$ cat config.mk
export PLATFORM = sky130hd
export DESIGN_NAME = id_stage
export DESIGN_NICKNAME = d
export VERILOG_FILES = /design/src/rtl/id_stage_pkg.sv /design/src/rtl/id_stage_register_file.sv /design/src/rtl/id_stage.sv
export SDC_FILE = /design/constraint.sdc
export NUM_CORES = 2
export LEC_CHECK = 0
export ABC_AREA = 1
export BUFFER_PORTS_ARGS = -buffer_cell sky130_fd_sc_hd__buf_2
export CAP_MARGIN = 10
export CORE_AREA = 10 10 441 443
export DETAILED_ROUTE_END_ITERATION = 12
export DIE_AREA = 0 0 451 453
export PLACE_DENSITY = 0.55
export SYNTH_ARGS = -nofsm -noshare
export SYNTH_HDL_FRONTEND = slang
export SYNTH_SLANG_ARGS = --single-unit
$ cat constraint.sdc
create_clock -name i_clock -period 5.1 [get_ports i_clock]
set_input_delay 1.53 -clock i_clock [delete_from_list [all_inputs] [get_ports i_clock]]
set_output_delay 1.53 -clock i_clock [all_outputs]
set_load 0.03 [all_outputs]
$ cat src/rtl/id_stage_pkg.sv
// Shared definitions for the MIPS decode stage: widths, instruction field
// positions, opcode constants and the ID/EX pipeline register payload.
package id_stage_pkg;

  localparam int unsigned DATA_W   = 32;
  localparam int unsigned NUM_REGS = 32;
  localparam int unsigned ADDR_W   = 5;
  localparam int unsigned OP_W     = 6;
  localparam int unsigned FUNCT_W  = 6;
  localparam int unsigned SHAMT_W  = 5;
  localparam int unsigned IMM_W    = 16;

  localparam int unsigned OPCODE_MSB = 31;
  localparam int unsigned OPCODE_LSB = 26;
  localparam int unsigned RS_MSB     = 25;
  localparam int unsigned RS_LSB     = 21;
  localparam int unsigned RT_MSB     = 20;
  localparam int unsigned RT_LSB     = 16;
  localparam int unsigned RD_MSB     = 15;
  localparam int unsigned RD_LSB     = 11;
  localparam int unsigned SHAMT_MSB  = 10;
  localparam int unsigned SHAMT_LSB  = 6;
  localparam int unsigned FUNCT_MSB  = 5;
  localparam int unsigned FUNCT_LSB  = 0;
  localparam int unsigned IMM_MSB    = 15;
  localparam int unsigned IMM_LSB    = 0;

  localparam logic [OP_W-1:0] OP_RTYPE = 6'h00;
  localparam logic [OP_W-1:0] OP_BEQ   = 6'h04;
  localparam logic [OP_W-1:0] OP_BNE   = 6'h05;
  localparam logic [OP_W-1:0] OP_ANDI  = 6'h0C;
  localparam logic [OP_W-1:0] OP_ORI   = 6'h0D;
  localparam logic [OP_W-1:0] OP_XORI  = 6'h0E;
  localparam logic [OP_W-1:0] OP_LUI   = 6'h0F;

  typedef struct packed {
    logic [DATA_W-1:0]  dato_rs;
    logic [DATA_W-1:0]  dato_rt;
    logic [DATA_W-1:0]  inmediato;
    logic [ADDR_W-1:0]  rs;
    logic [ADDR_W-1:0]  rt;
    logic [ADDR_W-1:0]  rd;
    logic [SHAMT_W-1:0] shamt;
    logic [OP_W-1:0]    opcode;
    logic [FUNCT_W-1:0] funct;
    logic [DATA_W-1:0]  pc_mas4;
    logic               valid;
  } id_ex_t;

endpackage

$ cat src/rtl/id_stage_register_file.sv
// 32x32 register file: one WB write port, two write-bypassed read ports and
// an unbypassed debug read port. R0 is hardwired to zero.
module id_stage_register_file
  import id_stage_pkg::*;
(
  input  logic              i_clock,
  input  logic              i_reset,
  input  logic              i_enable,
  input  logic              i_wr_en,
  input  logic [ADDR_W-1:0] i_wr_dir,
  input  logic [DATA_W-1:0] i_wr_dato,
  input  logic [ADDR_W-1:0] i_rd_dir_a,
  input  logic [ADDR_W-1:0] i_rd_dir_b,
  input  logic [ADDR_W-1:0] i_debug_dir,
  output logic [DATA_W-1:0] o_rd_dato_a,
  output logic [DATA_W-1:0] o_rd_dato_b,
  output logic [DATA_W-1:0] o_debug_dato
);

  logic [DATA_W-1:0] regs_q [NUM_REGS];
  logic [DATA_W-1:0] regs_d [NUM_REGS];
  logic              bypass_a;
  logic              bypass_b;

  always_comb begin
    regs_d = regs_q;
    if (i_wr_en && i_enable && (i_wr_dir != '0)) begin
      regs_d[i_wr_dir] = i_wr_dato;
    end
  end

  always_ff @(posedge i_clock) begin
    if (i_reset) begin
      for (int unsigned i = 0; i < NUM_REGS; i++) begin
        regs_q[i] <= '0;
      end
    end else begin
      regs_q <= regs_d;
    end
  end

  // Write-then-read: a WB write in this cycle is visible to the decode reads
  assign bypass_a = i_wr_en && (i_wr_dir == i_rd_dir_a) && (i_rd_dir_a != '0);
  assign bypass_b = i_wr_en && (i_wr_dir == i_rd_dir_b) && (i_rd_dir_b != '0);

  always_comb begin
    o_rd_dato_a  = '0;
    o_rd_dato_b  = '0;
    o_debug_dato = '0;
    if (bypass_a) begin
      o_rd_dato_a = i_wr_dato;
    end else if (i_rd_dir_a != '0) begin
      o_rd_dato_a = regs_q[i_rd_dir_a];
    end
    if (bypass_b) begin
      o_rd_dato_b = i_wr_dato;
    end else if (i_rd_dir_b != '0) begin
      o_rd_dato_b = regs_q[i_rd_dir_b];
    end
    if (i_debug_dir != '0) begin
      o_debug_dato = regs_q[i_debug_dir];
    end
  end

endmodule

$ cat src/rtl/id_stage.sv
// MIPS decode stage: register read, immediate extension, BEQ/BNE resolution
// and the ID/EX pipeline register.
module id_stage
  import id_stage_pkg::*;
(
  input  logic              i_clock,
  input  logic              i_reset,
  input  logic              i_enable,
  input  logic              i_stall,
  input  logic              i_flush,
  input  logic [31:0]       i_instruccion,
  input  logic [31:0]       i_pc_mas4,
  input  logic              i_valid,
  input  logic              i_wb_reg_write,
  input  logic [4:0]        i_wb_dir,
  input  logic [31:0]       i_wb_dato,
  input  logic [4:0]        i_debug_dir,
  output logic [31:0]       o_debug_dato,
  output logic              o_branch_taken,
  output logic [31:0]       o_branch_dest,
  output logic [31:0]       o_dato_rs,
  output logic [31:0]       o_dato_rt,
  output logic [31:0]       o_inmediato,
  output logic [4:0]        o_rs,
  output logic [4:0]        o_rt,
  output logic [4:0]        o_rd,
  output logic [4:0]        o_shamt,
  output logic [5:0]        o_opcode,
  output logic [5:0]        o_funct,
  output logic [31:0]       o_pc_mas4,
  output logic              o_valid
);

  logic [OP_W-1:0]    opcode;
  logic [ADDR_W-1:0]  rs;
  logic [ADDR_W-1:0]  rt;
  logic [IMM_W-1:0]   imm;
  logic [DATA_W-1:0]  dato_rs;
  logic [DATA_W-1:0]  dato_rt;
  logic [DATA_W-1:0]  imm_sext;
  logic [DATA_W-1:0]  imm_ext;
  logic               branch_cond;
  id_ex_t             id_ex_q;
  id_ex_t             id_ex_d;

  assign opcode = i_instruccion[OPCODE_MSB:OPCODE_LSB];
  assign rs     = i_instruccion[RS_MSB:RS_LSB];
  assign rt     = i_instruccion[RT_MSB:RT_LSB];
  assign imm    = i_instruccion[IMM_MSB:IMM_LSB];

  id_stage_register_file u_register_file (
    .i_clock      (i_clock),
    .i_reset      (i_reset),
    .i_enable     (i_enable),
    .i_wr_en      (i_wb_reg_write),
    .i_wr_dir     (i_wb_dir),
    .i_wr_dato    (i_wb_dato),
    .i_rd_dir_a   (rs),
    .i_rd_dir_b   (rt),
    .i_debug_dir  (i_debug_dir),
    .o_rd_dato_a  (dato_rs),
    .o_rd_dato_b  (dato_rt),
    .o_debug_dato (o_debug_dato)
  );

  assign imm_sext = {{(DATA_W-IMM_W){imm[IMM_W-1]}}, imm};

  // Logical immediates zero-extend, LUI shifts into the upper half
  always_comb begin
    imm_ext = imm_sext;
    case (opcode)
      OP_ANDI, OP_ORI, OP_XORI: imm_ext = {{(DATA_W-IMM_W){1'b0}}, imm};
      OP_LUI:                   imm_ext = {imm, {(DATA_W-IMM_W){1'b0}}};
      default:                  imm_ext = imm_sext;
    endcase
  end

  always_comb begin
    branch_cond = 1'b0;
    if (opcode == OP_BEQ) begin
      branch_cond = (dato_rs == dato_rt);
    end else if (opcode == OP_BNE) begin
      branch_cond = (dato_rs != dato_rt);
    end
  end

  assign o_branch_taken = branch_cond && i_valid && i_enable && !i_stall && !i_flush;
  assign o_branch_dest  = i_pc_mas4 + {imm_sext[DATA_W-3:0], 2'b00};

  // Freeze holds everything; flush/stall inject a bubble; otherwise load
  always_comb begin
    id_ex_d = id_ex_q;
    if (i_enable) begin
      if (i_flush || i_stall) begin
        id_ex_d = '0;
      end else begin
        id_ex_d.dato_rs   = dato_rs;
        id_ex_d.dato_rt   = dato_rt;
        id_ex_d.inmediato = imm_ext;
        id_ex_d.rs        = rs;
        id_ex_d.rt        = rt;
        id_ex_d.rd        = i_instruccion[RD_MSB:RD_LSB];
        id_ex_d.shamt     = i_instruccion[SHAMT_MSB:SHAMT_LSB];
        id_ex_d.opcode    = opcode;
        id_ex_d.funct     = i_instruccion[FUNCT_MSB:FUNCT_LSB];
        id_ex_d.pc_mas4   = i_pc_mas4;
        id_ex_d.valid     = i_valid;
      end
    end
  end

  always_ff @(posedge i_clock) begin
    if (i_reset) begin
      id_ex_q <= '0;
    end else begin
      id_ex_q <= id_ex_d;
    end
  end

  assign o_dato_rs   = id_ex_q.dato_rs;
  assign o_dato_rt   = id_ex_q.dato_rt;
  assign o_inmediato = id_ex_q.inmediato;
  assign o_rs        = id_ex_q.rs;
  assign o_rt        = id_ex_q.rt;
  assign o_rd        = id_ex_q.rd;
  assign o_shamt     = id_ex_q.shamt;
  assign o_opcode    = id_ex_q.opcode;
  assign o_funct     = id_ex_q.funct;
  assign o_pc_mas4   = id_ex_q.pc_mas4;
  assign o_valid     = id_ex_q.valid;

endmodule
# After elaboration in Yosys (flattened, before gate mapping)
# Cells that the tools add are included.
[word_totals]
elab_cells = 103
ff_bits = 1185
[classes]
n_reduce_logical = 19
add_sub_neg = 1
n_eq_ne = 10
bitwise_logic = 4
order_cmp = 5
n_mux = 21
[op_table]
columns = ["cell", "n"]
rows = [
  ["1024-bit bitwise mux", 1],
  ["32-bit binary-select mux with 5-bit select", 3],
  ["32-bit two-way mux", 12],
  ["161-bit two-way mux", 1],
  ["32-bit demux with 5-bit select", 1],
  ["32-bit one-hot mux with 2 select lines", 1],
  ["32-bit adder", 1],
  ["32-bit == test", 1],
  ["32-bit inequality test", 1],
  ["6-bit by 4-bit == test with 1-bit output, second input constant", 4],
  ["6-bit greater-or-equal comparator, second input constant", 4],
  ["5-bit NOT with 6-bit output", 4],
  ["5-bit nonzero test", 4],
  ["6-bit by 3-bit == test with 1-bit output, second input constant", 2],
  ["1-bit logical AND", 11],
  ["5-bit == test", 2],
  ["6-bit by 1-bit less-than comparator with 1-bit output, second input constant", 1],
  ["3-bit OR reduction", 1],
  ["1-bit zero test", 2],
  ["1-bit two-way mux", 2],
  ["1-bit logical OR", 1],
]

# Longest topological paths before layout
[depth]
word_depth = 13
ltp_mapped = 22
mapped_depth_nobuf = 21

# Hierarchy
# A second synthesis with hierarchy kept.
[unflattened]
cells_unflattened = 12684
hier_area_um2 = 75199.6
[modules_own_cells]
columns = ["module", "area_per_inst_um2", "n_inst", "cells_per_inst"]
rows = [
  ["id_stage_register_file", 66958.0, 1, 11440],
  ["id_stage", 8241.7, 1, 1244],
]

# Least setup slack after synthesis
# OpenSTA, ideal clock, no wires.
[synth_timing]
path_kind = "input -> output"
from = "input i_instruccion[0]"
to = "output o_branch_dest[24]"
path_slack_ns = -0.203
path_buffers = 0
arrival_time_ns = 3.773
t_required_ns = 3.570
stages = 11
cell_sequence = "ha_1 inv_1 fa_1 o21ai_1 a21oi_1 o21ai_1 a21oi_1 o21ai_1 a21oi_1 o21ai_1 xor2_1"
[synth_via]
elab_chain_cells = 1
[synth_rtl]
columns = ["item", "line_no", "text"]
rows = [
  ["from (decl)", "id_stage.sv:11", "input logic [31:0] i_instruccion,"],
  ["32-bit adder", "id_stage.sv:88", "assign o_branch_dest = i_pc_mas4 + {imm_sext[DATA_W-3:0], 2'b00};"],
  ["to (decl)", "id_stage.sv:20", "output logic [31:0] o_branch_dest,"],
]
# No other way between the ends.

# Worst setup path in the final report
[layout_timing]
from = "input i_instruccion[22]"
to = "output o_branch_taken"
[layout_via]
elab_chain_cells = 13
word_cells_on_any_way = 18
[layout_rtl]
columns = ["item", "line_no", "text"]
rows = [
  ["5-bit NOT with 6-bit output (implied by the code)", "id_stage_register_file.sv:53", "o_rd_dato_a = regs_q[i_rd_dir_a];"],
  ["32-bit binary-select mux with 5-bit select", "id_stage_register_file.sv:53", ""],
  ["32-bit two-way mux (implied by the code) (2 in series)", "id_stage_register_file.sv:53", ""],
  ["32-bit two-way mux", "id_stage_register_file.sv:52", "end else if (i_rd_dir_a != '0) begin"],
  ["32-bit two-way mux (*)", "id_stage_register_file.sv:50", "if (bypass_a) begin"],
  ["32-bit inequality test", "id_stage.sv:83", "branch_cond = (dato_rs != dato_rt);"],
  ["1-bit two-way mux", "id_stage.sv:82", "end else if (opcode == OP_BNE) begin"],
  ["1-bit two-way mux (*)", "id_stage.sv:80", "if (opcode == OP_BEQ) begin"],
  ["1-bit logical AND (*) (4 in series)", "id_stage.sv:87", "assign o_branch_taken = branch_cond && i_valid && i_enable && !i_stall && !i_flush;"],
  ["to (decl)", "id_stage.sv:19", "output logic o_branch_taken,"],
]
# Every way passes the cells marked *; elsewhere a longest branch is shown, timed or not. The select of a mux whose other input is x is not followed.

==> impl_metrics.tcl <==
set metrics [dict create \
    drtIter0Drc 12351 \
    numPortBuffers 338 \
    num-nets-final 12365 \
    ant_nets 0 \
    grt_pass1_wl_mm 567 \
    p_per_area_nw_per_um2 283 \
    timing.hold.ws_ns 0.461 \
    tritoncts "done" \
    synthXorXnorAreaFrac_pct 0.332 \
    worst-setup-path-type "in -> out" \
    synthesis.nets 11943 \
    synth.yosys.seq_area_share_pct 32.1 \
    ys_seq_elements 1185 \
    yosys-top-cells-count "nand2_1, nor2_1, nand3_1" \
    drc_errors 0 \
    failed_checks "negative setup slack" \
    grt_max_degree 119 \
    rows 158 \
    top_layer_used "met5" \
    grt.total_usage_pct 36.8 \
    synthDistinctLibCells 40 \
    cp.required_ns 3.57 \
    rsz0062_at_grt "true" \
    drv_slew 0 \
    die-area_um2 204000 \
    antenna_found_initial 24 \
    nFillCells 18743 \
    synth_top_family_by_area "simple AND/OR/NAND/NOR gates" \
    setup_viol 13 \
    worstHoldPathType "reg -> reg" \
    worst_pin_slew_ns 1.10 \
    synthToLayoutAreaGrowth_pct 25.9 \
    clock_skew_ns 0.0333 \
    synth_fa_ha_area_share_pct 0.518 \
    fmax_mhz 171 \
    final_cells 14832 \
    synthMuxAreaShare_pct 0.0407 \
    syn_inst 11800 \
    drt-pass1-iter-count 9 \
    cp-start-kind "primary input" \
    wl_met3_mm 45.1 \
    wl_met2_mm 170 \
    fin_crit_sh_pct 115 \
    overflow 0 \
    cts_buffer_depth 3 \
    vias 89351 \
    synth_compound_area_share_pct 26.9 \
    final_util_pct 50.2 \
    outcome "finished, violations left" \
    avgSynthCellArea_um2 6.26 \
    h-tree-depth 4 \
    max-slew-margin-rel_pct 26.9 \
    hold_violations 0 \
    synth-simple-area-share_pct 28.6 \
    worstPathArrival_ns 4.32 \
    post-synth-top-count-cell "nand2_1" \
    holdBufCountCts 0 \
    fin_ws_ns -0.754 \
    setup.worst_path.end_class "primary output" \
    yosys-top-cells-area "dfxtp_1, nand2_1, a211oi_1" \
    synth_top_area_share_pct 32.1 \
    fp.dieH_um 453 \
    drv_cap 0 \
    ys_warn_count 0 \
    synth_edf_count 0 \
    irDropWorstVdd_mv 0.285 \
    core_area_um2 185000 \
    dp.cells 14399 \
    clock_latency_ns 0.85 \
    final_layout_size_suffix_gt1_share_pct 16.5 \
    wl_met1_mm 154 \
    path_clk_slew_ns 0.06 \
    start_util_pct 39.9 \
    place.gp.congestion 0.995 \
    fin_crit_ns 5.85 \
    power_leakage_uw 0.0383 \
    hpwl_mm 268 \
    clkSinkCount 1185 \
    ios 339 \
    ctsRootBufferMaster "clkbuf_16" \
    ys.flop_type "dfxtp_1" \
    viasPerCell 6.02 \
    wl_mm 404 \
    synth_top_area_cell "dfxtp_1" \
    dieWidth_um 451 \
    avgRoutedWirePerCell_um 27.3 \
    grt_pass1_vias 80999 \
    cts_buffers 148 \
    async_flop_share_pct 0 \
    mappedNetlistArea_um2 73900 \
    cp_max_fo 14 \
]
==> metal layers <==
| metal | vias up | track usage (%) |
|---|---|---|
| met3 | 1503 | 8.80 |
| met5 | - | 0 |
| met1 | 41408 | 46.3 |
| li1 | 40748 | - |
| met4 | 10 | 27.0 |
| met2 | 5682 | 54.7 |
==> cell families (layout without fill, tap and decap cells) <==
logic type                 Yosys count  count (layout)
AOI/OAI and AO/OA                 3276            3276
xor gates and xnor gates            28              28
adders and majority gates           30              30
buffers and inverters             2106            2648
DFF                               1185            1185
muxes                                3               3
other                                0              10
and+or+nand+nor                   5172            5172
==> sequential cells by signal (all words and copies together), names as in the netlist <==
| signal | flops |
|---|---|
| o_inmediato | 32 |
| o_rs | 5 |
| o_dato_rs | 32 |
| o_shamt | 5 |
| o_dato_rt | 32 |
| o_pc_mas4 | 32 |
| o_rd | 5 |
| o_opcode | 6 |
| o_funct | 6 |
| u_register_file.regs_q | 1024 |
| o_rt | 5 |
| o_valid | 1 |
==> worst paths after layout <==
check | from | to | slack, ns | depth (start not counted)
setup / recovery | i_instruccion[22] | o_branch_taken | -0.75 | 18
hold / removal | o_pc_mas4[11] | o_pc_mas4[11] | 0.46 | 2
setup reg to reg | u_register_file.regs_q[562] | o_dato_rt[18] | 0.34 | 37
hold reg to reg | o_pc_mas4[11] | o_pc_mas4[11] | 0.46 | 2
==> final cells by class <==
| class | count | area, µm² | area share, % |
|---|---|---|---|
| Antenna cell | 10 | 25.0 | 0.0269 |
| Clock inverter | 60 | 601 | 0.646 |
| Timing Repair inverter | 2 | 32.5 | 0.0350 |
| Timing Repair Buffer | 1389 | 13900 | 14.9 |
| Clock buffer | 210 | 4280 | 4.61 |
| Multi-Input combinational cell | 8509 | 43500 | 46.8 |
| Tap cell | 2480 | 3100 | 3.34 |
| Sequential cell | 1185 | 23700 | 25.5 |
| Inverter | 987 | 3800 | 4.09 |
==> power breakdown <==
part	total, µW	switching [µW]	internal (µW)
Sequential	9400	56.8	9350
Clock	10900	4610	6270
Combinational	6030	3970	2060
Total	26300	8640	17700
==> stage by stage <==
stage / instance area, µm² / total power (µW) / TNS, ns / worst slack, ns
after global placement: 83000 / 14700 / -10.13 / -1.58
after global routing: 92900 / 27000 / -2.21 / -0.808
after CTS: 91000 / 25900 / -1.30 / -0.685
after floorplan: 73900 / 12300 / -0.0227 / -0.0227
after detailed placement: 83000 / 14700 / -11.57 / -1.57
final: 93000 / 26300 / -1.69 / -0.754
==> worst max-delay path, cell delays in order <==
cell      delay [ns]
buf_12          0.14
buf_4           0.27
buf_4           0.29
o211ai_1        0.13
nand3_1         0.08
nand2_1         0.16
nand2_1         0.14
nand3_1         0.25
o21ai_2         0.23
nand2_1         0.08
nand2_2         0.09
nand2_1         0.05
nor2_1          0.11
nand2_1         0.10
nor2_4          0.21
a21oi_2         0.09
nor2_2          0.18
buf_6           0.16
==> what timing repair did <==
action,CTS,global route
endpoints found under the hold margin,0,0
pin swaps,93,111
setup buffers,67,45
setup endpoints to repair,50,46
cloned,28,22
resized for setup,423,324
==> layout by cell type, fill, tap and decap left out, types with 33 or more instances in the layout <==
master | netlist | routed
dfxtp_1 | 1185 | 1185
a21oi_1 | 988 | 957
nor2_1 | 1371 | 1305
o211ai_1 | 416 | 416
buf_12 | 0 | 157
nand2_1 | 2523 | 2420
clkbuf_1 | 709 | 33
nand2_2 | 1 | 89
nand3_1 | 1202 | 1140
inv_1 | 960 | 953
nor2_4 | 4 | 54
buf_6 | 8 | 78
o21ai_1 | 36 | 91
o21ai_0 | 835 | 754
clkbuf_16 | 0 | 177
buf_2 | 291 | 271
buf_16 | 0 | 43
buf_4 | 38 | 772
nand3_2 | 0 | 53
a211oi_1 | 937 | 937
clkinv_2 | 0 | 35
No activity file was read; power rests on OpenSTA's default activity.
